File: src/rtl/wb_ofmap_write_arbiter.sv
// Merges the two conv writeback ports into the single ofmap SRAM write port.
// Each port has its own small FIFO; one SRAM write per cycle, granted round-robin.
//
// state  | meaning
// IDLE   | waiting for start; beats dropped silently
// RUN    | accepting beats for phases A/B/C (rows 0/1, 2/3, 4)
// DRAIN  | all 5*DEPTH beats accepted; emptying FIFOs and output stage
// DONE   | last write completed; done pulses for this one cycle
module wb_ofmap_write_arbiter #(
    parameter int DATA_W = 25,
    parameter int DEPTH  = 61,
    parameter int FIFO_D = 4,
    parameter int ADDR_W = 12
) (
    input  logic              clk,
    input  logic              rst,
    input  logic              start,
    input  logic [ADDR_W-1:0] base_addr,
    input  logic              p0_valid,
    input  logic [DATA_W-1:0] p0_data,
    input  logic              p1_valid,
    input  logic [DATA_W-1:0] p1_data,
    input  logic              mem_ready,
    output logic              mem_we,
    output logic [ADDR_W-1:0] mem_addr,
    output logic [DATA_W-1:0] mem_wdata,
    output logic              busy,
    output logic              done,
    output logic              overflow
);

    localparam int COL_W = $clog2(DEPTH + 1);
    localparam int PTR_W = $clog2(FIFO_D);
    localparam int CNT_W = PTR_W + 1;
    localparam int ENT_W = DATA_W + ADDR_W;
    localparam int TOTAL = 5 * DEPTH;
    localparam int WR_W  = $clog2(TOTAL + 1);

    typedef enum logic [1:0] {S_IDLE, S_RUN, S_DRAIN, S_DONE} state_t;

    state_t state, state_nx;

    logic [1:0]        phase;
    logic [COL_W-1:0]  col0, col1;
    logic [ADDR_W-1:0] addr0, addr1;
    logic [WR_W-1:0]   wr_left;
    logic              rr;

    logic [ENT_W-1:0]  fifo_mem [2][FIFO_D];
    logic [PTR_W-1:0]  rd_ptr [2];
    logic [PTR_W-1:0]  wr_ptr [2];
    logic [CNT_W-1:0]  cnt [2];
    logic [ENT_W-1:0]  in_ent [2];
    logic [ENT_W-1:0]  head [2];

    logic       run, grp_start, stage_free, wr_done;
    logic [1:0] want, empty, full, avail, pop, push, store, pop_fifo;
    logic       last0, last1, fin0, fin1, advance, drop;
    logic [ENT_W-1:0] stage_ent;

    assign run       = (state == S_RUN);
    assign grp_start = (state == S_IDLE) && start;
    assign wr_done   = mem_we && mem_ready;
    assign stage_free = !mem_we || mem_ready;

    assign in_ent[0] = {p0_data, addr0};
    assign in_ent[1] = {p1_data, addr1};

    always_comb begin
        for (int i = 0; i < 2; i++) begin
            empty[i] = (cnt[i] == '0);
            full[i]  = (cnt[i] == CNT_W'(FIFO_D));
            head[i]  = fifo_mem[i][rd_ptr[i]];
        end
    end

    assign want[0] = run && p0_valid && (col0 != COL_W'(DEPTH));
    assign want[1] = run && p1_valid && (phase != 2'd2) && (col1 != COL_W'(DEPTH));

    // An arriving beat counts as available so an empty FIFO can be bypassed.
    assign avail = ~empty | want;

    always_comb begin
        pop = 2'b00;
        if (stage_free) begin
            if (avail == 2'b11)
                pop[rr] = 1'b1;
            else
                pop = avail;
        end
    end

    assign push     = want & (~full | pop);
    assign store    = push & ~(empty & pop);
    assign pop_fifo = pop & ~empty;

    assign stage_ent = pop[0] ? (empty[0] ? in_ent[0] : head[0])
                              : (empty[1] ? in_ent[1] : head[1]);

    assign last0   = push[0] && (col0 == COL_W'(DEPTH - 1));
    assign last1   = push[1] && (col1 == COL_W'(DEPTH - 1));
    assign fin0    = (col0 == COL_W'(DEPTH)) || last0;
    assign fin1    = (phase == 2'd2) || (col1 == COL_W'(DEPTH)) || last1;
    assign advance = run && fin0 && fin1 && (last0 || last1);

    assign drop = run && ((p0_valid && !push[0]) || (p1_valid && !push[1]));

    always_comb begin
        state_nx = state;
        case (state)
            S_IDLE:  if (start) state_nx = S_RUN;
            S_RUN:   if (advance && (phase == 2'd2)) state_nx = S_DRAIN;
            S_DRAIN: if (wr_done && (wr_left == WR_W'(1))) state_nx = S_DONE;
            S_DONE:  state_nx = S_IDLE;
            default: state_nx = S_IDLE;
        endcase
    end

    always_ff @(posedge clk or posedge rst) begin
        if (rst)
            state <= S_IDLE;
        else
            state <= state_nx;
    end

    always_ff @(posedge clk or posedge rst) begin
        if (rst) begin
            phase    <= '0;
            col0     <= '0;
            col1     <= '0;
            addr0    <= '0;
            addr1    <= '0;
            wr_left  <= '0;
            overflow <= 1'b0;
        end else if (grp_start) begin
            phase    <= '0;
            col0     <= '0;
            col1     <= '0;
            addr0    <= base_addr;
            addr1    <= base_addr + ADDR_W'(DEPTH);
            wr_left  <= WR_W'(TOTAL);
            overflow <= 1'b0;
        end else begin
            if (drop)
                overflow <= 1'b1;
            // Row pointers sit one past their row end; skipping DEPTH lands on the next row pair.
            if (advance) begin
                phase <= phase + 2'd1;
                col0  <= '0;
                col1  <= '0;
                addr0 <= addr0 + ADDR_W'(push[0]) + ADDR_W'(DEPTH);
                addr1 <= addr1 + ADDR_W'(push[1]) + ADDR_W'(DEPTH);
            end else begin
                if (push[0]) begin
                    col0  <= col0 + COL_W'(1);
                    addr0 <= addr0 + ADDR_W'(1);
                end
                if (push[1]) begin
                    col1  <= col1 + COL_W'(1);
                    addr1 <= addr1 + ADDR_W'(1);
                end
            end
            if (wr_done && (wr_left != '0))
                wr_left <= wr_left - WR_W'(1);
        end
    end

    always_ff @(posedge clk or posedge rst) begin
        if (rst) begin
            mem_we    <= 1'b0;
            mem_addr  <= '0;
            mem_wdata <= '0;
            rr        <= 1'b0;
        end else if (pop != 2'b00) begin
            mem_we                <= 1'b1;
            {mem_wdata, mem_addr} <= stage_ent;
            rr                    <= pop[0];
        end else if (mem_ready) begin
            mem_we <= 1'b0;
        end
    end

    always_ff @(posedge clk or posedge rst) begin
        if (rst) begin
            for (int i = 0; i < 2; i++) begin
                rd_ptr[i] <= '0;
                wr_ptr[i] <= '0;
                cnt[i]    <= '0;
            end
        end else begin
            for (int i = 0; i < 2; i++) begin
                if (store[i])
                    wr_ptr[i] <= wr_ptr[i] + PTR_W'(1);
                if (pop_fifo[i])
                    rd_ptr[i] <= rd_ptr[i] + PTR_W'(1);
                if (store[i] && !pop_fifo[i])
                    cnt[i] <= cnt[i] + CNT_W'(1);
                else if (!store[i] && pop_fifo[i])
                    cnt[i] <= cnt[i] - CNT_W'(1);
            end
        end
    end

    always_ff @(posedge clk) begin
        for (int i = 0; i < 2; i++) begin
            if (store[i])
                fifo_mem[i][wr_ptr[i]] <= in_ent[i];
        end
    end

    assign busy = (state != S_IDLE);
    assign done = (state == S_DONE);

endmodule
File: config.mk
export PLATFORM = sky130hd
export DESIGN_NAME = wb_ofmap_write_arbiter
export DESIGN_NICKNAME = d
export VERILOG_FILES = /design/src/rtl/wb_ofmap_write_arbiter.sv
export SDC_FILE = /design/constraint.sdc
export NUM_CORES = 1
export LEC_CHECK = 0
export BUFFER_PORTS_ARGS = -buffer_cell sky130_fd_sc_hd__buf_2
export CELL_PAD_IN_SITES_DETAIL_PLACEMENT = 1
export CELL_PAD_IN_SITES_GLOBAL_PLACEMENT = 1
export CORE_ASPECT_RATIO = 1.2
export CORE_MARGIN = 2
export CORE_UTILIZATION = 25
export DETAILED_ROUTE_END_ITERATION = 12
export GPL_ROUTABILITY_DRIVEN = 0
export GPL_TIMING_DRIVEN = 0
export HOLD_SLACK_MARGIN = 0.1
export PLACE_DENSITY = 0.51
export SYNTH_ARGS = -nofsm -noshare
export SYNTH_HDL_FRONTEND = slang
export SYNTH_SLANG_ARGS = --single-unit
File: constraint.sdc
create_clock -name clk -period 7 [get_ports clk]
set_input_delay 1.4 -clock clk [delete_from_list [all_inputs] [get_ports clk]]
set_output_delay 1.4 -clock clk [all_outputs]
set_load 0.01 [all_outputs]
; Word level (Yosys, flattened, before mapping)
; Memories as Yosys holds them, arrays and structs flattened.
; Cells that the tools add are included.
[op_classes]
n_reduce_logical = 53
n_eq_ne = 18
add_sub_neg = 19
order_cmp = 8
muxes = 49
bitwise_logic = 13
[ops]
columns = op, count
row1 = two-way mux 37 bit, 9
row2 = two-way mux 148 bit, 2
row3 = binary-select mux 37 bit (select 2 bit), 2
row4 = demux 37 bit (select 2 bit), 2
row5 = two-way mux 12 bit, 6
row6 = "adder 12 x 6 -> 12 bit, second input constant", 3
row7 = two-way mux 6 bit, 6
row8 = logical AND 1 bit, 25
row9 = adder 12 x 1 -> 12 bit, 2
row10 = "adder 12 x 1 -> 12 bit, second input constant", 2
row11 = "equality test 6 bit, second input constant", 4
row12 = two-way mux 9 bit, 2
row13 = nonzero test 2 bit, 8
row14 = two-way mux 2 bit, 7
row15 = "adder 6 x 1 -> 6 bit, second input constant", 2
row16 = "greater-or-equal comparator 3 bit, second input constant", 4
row17 = two-way mux 3 bit, 4
row18 = "!= test 6 bit, second input constant", 2
row19 = inverter 2 -> 3 bit, 4
row20 = "adder 2 x 1 -> 2 bit, second input constant", 5
row21 = "equality test 9 x 1 -> 1 bit, second input constant", 1
row22 = nonzero test 9 bit, 1
row23 = "subtractor 9 x 1 -> 9 bit, second input constant", 1
row24 = bitwise AND 2 bit, 4
row25 = other kinds (21), 52
[word_totals]
ff_bits = 103
word_cells = 179
inputBits = 68
mem_bits_rw = 296
mem_count = 1
output_inout_bits = 41
[mem_list]
columns = memory, depth, word_bits, read_ports, rd_clocked_by_memory_dff, write_ports, line
row1 = fifo_mem, 2, 148, 2, 0, 2, 49  ; logic [ENT_W-1:0] fifo_mem [2][FIFO_D];

; Depth between registers and ports, before layout
[logic_depth]
ltp_word = 18
mapped_depth = 16
mapped_depth_nobuf = 16

; Worst setup path after synthesis
; No wires, ideal clock.
[synth_path]
kind = input -> register
startpoint = in p0_valid
endpoint = reg addr0[10]
setup_ps = 131
n_path_buf = 0
t_required_ps = 6869
stages = 14
setup_slack_ps = 2685
arrival_ps = 4184
path_cell_list = a2111oi_0 > a41o_2 > a211oi_4 > nor2_2 > nor2_4 > inv_4 > ha_1 > inv_1 > ha_1 > or3_1 > o311ai_0 > mux2i_1 > and4_1 > or3_1
[synth_via]
elab_chain_cells = 15
word_cells_on_any_way = 21
classes_between = add/sub (2) / eq/ne (1) / mux (4) / bitwise (3) / reduce/logical (11)
[synth_rtl]
columns = element, line
row1 = from (decl), 19  ; input logic p0_valid,
row2 = logical AND 1 bit (*) (2 in a row), 77  ; assign want[0] = run && p0_valid && (col0 != COL_W'(DEPTH));
row3 = OR 2 bit, 81  ; assign avail = ~empty | want;
row4 = equality test 2 bit, 86  ; if (avail == 2'b11)
row5 = two-way mux 2 bit, 86
row6 = two-way mux 2 bit, 85  ; if (stage_free) begin
row7 = OR 2 bit, 93  ; assign push = want & (~full | pop);
row8 = bitwise AND 2 bit (*), 93
row9 = branches (longest 7 deep; another with adder 12 x 1 -> 12 bit), -
row10 = to (signal assigned), 139  ; addr0 <= base_addr;
row11 = to (signal assigned), 151  ; addr0 <= addr0 + ADDR_W'(push[0]) + ADDR_W'(DEPTH);
row12 = to (signal assigned), 156  ; addr0 <= addr0 + ADDR_W'(1);
row13 = to (decl), 45  ; logic [ADDR_W-1:0] addr0, addr1;
; Mark *: on every way between the ends.
; A chain may end at the register's enable or synchronous reset.

==> flow_summary_export.csv <==
group,metric,value,unit
clock_tree,cts_setup_buffers,0,
timing,finalHoldViolCount,0,
pwr,internal-power,5945,uW
run,drv_cap,0,
logic_synthesis,synth_seq_cells,399,
clock_tree,cts_tree,"yes",
worst_setup_path,required,7.26,ns
timing,report.final.slew_viol_count,0,
logic_synthesis,synth_fa_ha_area_frac,0.02553,
pwr,seq_power_share,0.388,
global_routing,antenna_found_initial,3,
clock_tree,cts_sinks,399,
pwr,power_density,429.3,nW/um2
detailed_routing,vias,11262,
pwr,ir_drop,0.2115,mV
clock_tree,clkTransAtPathRegs,0.06,ns
logic_synthesis,netlist_area,17740,um2
clock_tree,clockBufferDepth,3,
logic_synthesis,syn-num-nets,1354,
worst_setup_path,crit_fanout,21,
clock_tree,cts_hold_buffers,0,
floorplan,ioPinCount,109,
clock_tree,cts_resized,0,
logic_synthesis,synth_area_per_cell,14.18,um2
timing,whs,0.4758,ns
worst_setup_path,cp-end-kind,"flop",
layout,drive_gt1_frac,0.2270,
detailed_routing,wl_per_cell,22.24,um
place,dpl_worst_slack,2.081,ns
detailed_routing,vias_per_cell,4.732,
timing,max_clock_freq,229.1,MHz
pwr,switching_power,3155,uW
logic_synthesis,synth_top_family_by_area,"multiplexers",
layout,final_nets,1520,
logic_synthesis,synth_cell_types,72,
pwr,p_sw_frac,0.3467,
layout,utilization,0.2999,
floorplan,coreArea,70690,um2
detailed_routing,drt_iter0_markers,697,
global_routing,grt_use_total,0.1459,
floorplan,dieArea,73130,um2
logic_synthesis,synth-edff-count,296,
floorplan,rows,107,
place,hpwl,37270,um
logic_synthesis,syn_inst,1251,
timing,skew,0.02021,ns
global_routing,grt_max_degree,85,
global_routing,gr-total-overflow,0,
clock_tree,h-tree-depth,2,
place,port_buffers,108,
layout,syn2layout_area_growth,19.47,%
detailed_routing,postRouteAntennaNets,0,
logic_synthesis,synth_xor_area_frac,0.02369,
floorplan,die_w,247.2,um
logic_synthesis,async_reset_ff_frac,0.2581,
worst_setup_path,critical_path_class,"reg -> reg",
detailed_routing,drc,0,
pwr,p_leak,0.007513,uW
logic_synthesis,synthSimpleGateAreaFrac,0.08468,
status,outcome,"finished clean",
timing,rsz0062_at_grt,"false",
timing,fin_crit_sh,0.6234,
global_routing,grt_pass1_wl,79330,um
timing,setup_tns,0,ns
timing,fin_ws,2.636,ns
layout,fill_cells,7614,
detailed_routing,dr.pass1.iters,5,
detailed_routing,routed_wirelength,52930,um
worst_setup_path,startpoint_type,"flop",
logic_synthesis,synth_warnings,0,
clock_tree,cts_buffers,47,
pwr,clkPwrFrac,0.271,
worst_setup_path,arrival,4.62,ns
logic_synthesis,yosysSeqAreaShare,0.6462,
timing,finalSetupViolCount,0,
floorplan,die_h,295.8,um
global_routing,grt_pass1_vias,12186,
clock_tree,worstSkewPairLatency,0.58,ns
logic_synthesis,synth_compound_area_frac,0.07510,
floorplan,start_util,0.2510,
logic_synthesis,synth_mux_area_frac,0.1216,
clock_tree,cts_root_buf,"clkbuf_16",
pwr,pwr-share-comb,0.342,
timing,tightest_slew,1.144,ns
timing,maxSlewHeadroom,0.2315,
layout,diodes,0,
logic_synthesis,ys.flop_type,"edfxtp_1",
timing,post-route-min-period,4.364,ns
min_path,hp-class,"reg -> reg",
-- per-stage QoR --
step                      power (uW)  cell area (um2)  instances
after floorplan                 5525            17740       1251
after detailed placement        6792            19650       2294
after global routing            9684            21200       2380
final                           9100            21200       2380
after global placement          6663            19440       2285
after CTS                       9299            21200       2380
-- cells in the final DEF (no fill, tap or decap), types with 11 or more instances in the layout --
cell type	instances
edfxtp_1	296
nand2_1	155
buf_2	114
dfrtp_1	103
o21ai_0	98
mux4_2	74
clkbuf_1	57
nand3_1	50
nor2_1	49
clkbuf_16	47
a21oi_1	40
mux2_2	39
inv_1	36
ha_1	33
xnor2_1	25
xor2_1	23
nor3_1	18
buf_1	11
-- metal layers --
layer  share of wire  up-vias  routed length, um  track usage
li1                -     5076                  -            -
met1            0.45     5870              23800       0.1949
met2            0.48      246              25520       0.2448
met3           0.046       68               2420      0.02543
met4           0.022        2               1179      0.03724
met5         0.00025        -                 13            0
-- flip-flops by register name, indices dropped and copies added, names as in the netlist, 9 cells and up --
signal / flops
fifo_mem: 296
mem_wdata: 25
addr0: 12
addr1: 12
mem_addr: 12
wr_left: 9
-- path summary, 6_finish.rpt --
check | start | slack, ns | endpoint | cells past startpoint
hold reg to reg | mem_wdata[22] | 0.48 | mem_wdata[22] | 2
min in group asynchronous | rst | 0.78 | mem_wdata[19] | 2
setup reg to reg | cnt[0] | 2.64 | fifo_mem[0][47] | 9
setup / recovery | cnt[0] | 2.64 | fifo_mem[0][47] | 9
max in group asynchronous | rst | 5.42 | addr0[6] | 3
hold / removal | mem_wdata[22] | 0.48 | mem_wdata[22] | 2
-- final cells by class --
class,count,area [um2],share of cell area
clock buffer,59,1261,0.05949
inverter,38,150.1,0.007083
sequential,399,11470,0.5409
multi-input combinational,746,5876,0.2772
tap,926,1159,0.05465
clock inverter,27,284.0,0.01340
buffer,68,267.8,0.01263
timing repair buffer,117,735.7,0.03470
-- power by group through the flow --
| stage | Combinational [uW] | Clock, uW | Sequential, uW |
|---|---|---|---|
| finish | 3110 | 2460 | 3530 |
| global route | 3460 | 2620 | 3600 |
| CTS | 3230 | 2540 | 3530 |
| detailed placement | 3210 | 0 | 3580 |
| global placement | 3100 | 0 | 3560 |
| floorplan | 2000 | 0 | 3530 |
-- synthesized netlist by cell type (all sizes together), types with 3 or more instances --
| library cell | instances | area share |
|---|---|---|
| o211ai | 11 | 0.0049 |
| mux2i | 4 | 0.0023 |
| edfxtp | 296 | 0.50 |
| a221oi | 3 | 0.0015 |
| clkbuf | 50 | 0.011 |
| and2 | 10 | 0.0035 |
| nand4 | 7 | 0.0025 |
| nor2 | 52 | 0.012 |
| a31oi | 10 | 0.0035 |
| and4 | 5 | 0.0025 |
| o21ai | 101 | 0.029 |
| or3 | 6 | 0.0021 |
| ha | 33 | 0.023 |
| nand2b | 5 | 0.0018 |
| nand2 | 156 | 0.033 |
| nor3 | 19 | 0.0056 |
| inv | 38 | 0.0082 |
| o311ai | 3 | 0.0025 |
| nor4 | 3 | 0.0011 |
| xor2 | 23 | 0.011 |
| and3 | 8 | 0.0028 |
| o22ai | 6 | 0.0021 |
| a22oi | 3 | 0.0013 |
| dfrtp | 103 | 0.15 |
| a211oi | 5 | 0.0028 |
| mux4 | 74 | 0.094 |
| xnor2 | 25 | 0.012 |
| a21oi | 40 | 0.011 |
| o21a | 3 | 0.0013 |
| nand3 | 50 | 0.014 |
| buf | 18 | 0.0044 |
| mux2 | 40 | 0.025 |
-- cell families after synthesis --
group | count (synthesis)
XOR/XNOR | 48
AND/OR/NAND/NOR | 330
flip-flops | 399
buffers and inverters | 106
multiplexers | 118
AO/OA/AOI/OAI | 215
adder cells (fa/ha/maj) | 35
-- critical path, cell delays in order (launching register included) --
cell	delay, ns
dfrtp_1	0.45
nor3_2	0.59
o211ai_2	0.30
a211oi_4	0.74
nor2_2	0.12
nor2_4	0.22
inv_4	0.12
a21oi_1	0.57
and2_2	0.64
buf_12	0.27
(Power assumes the default switching activity.)
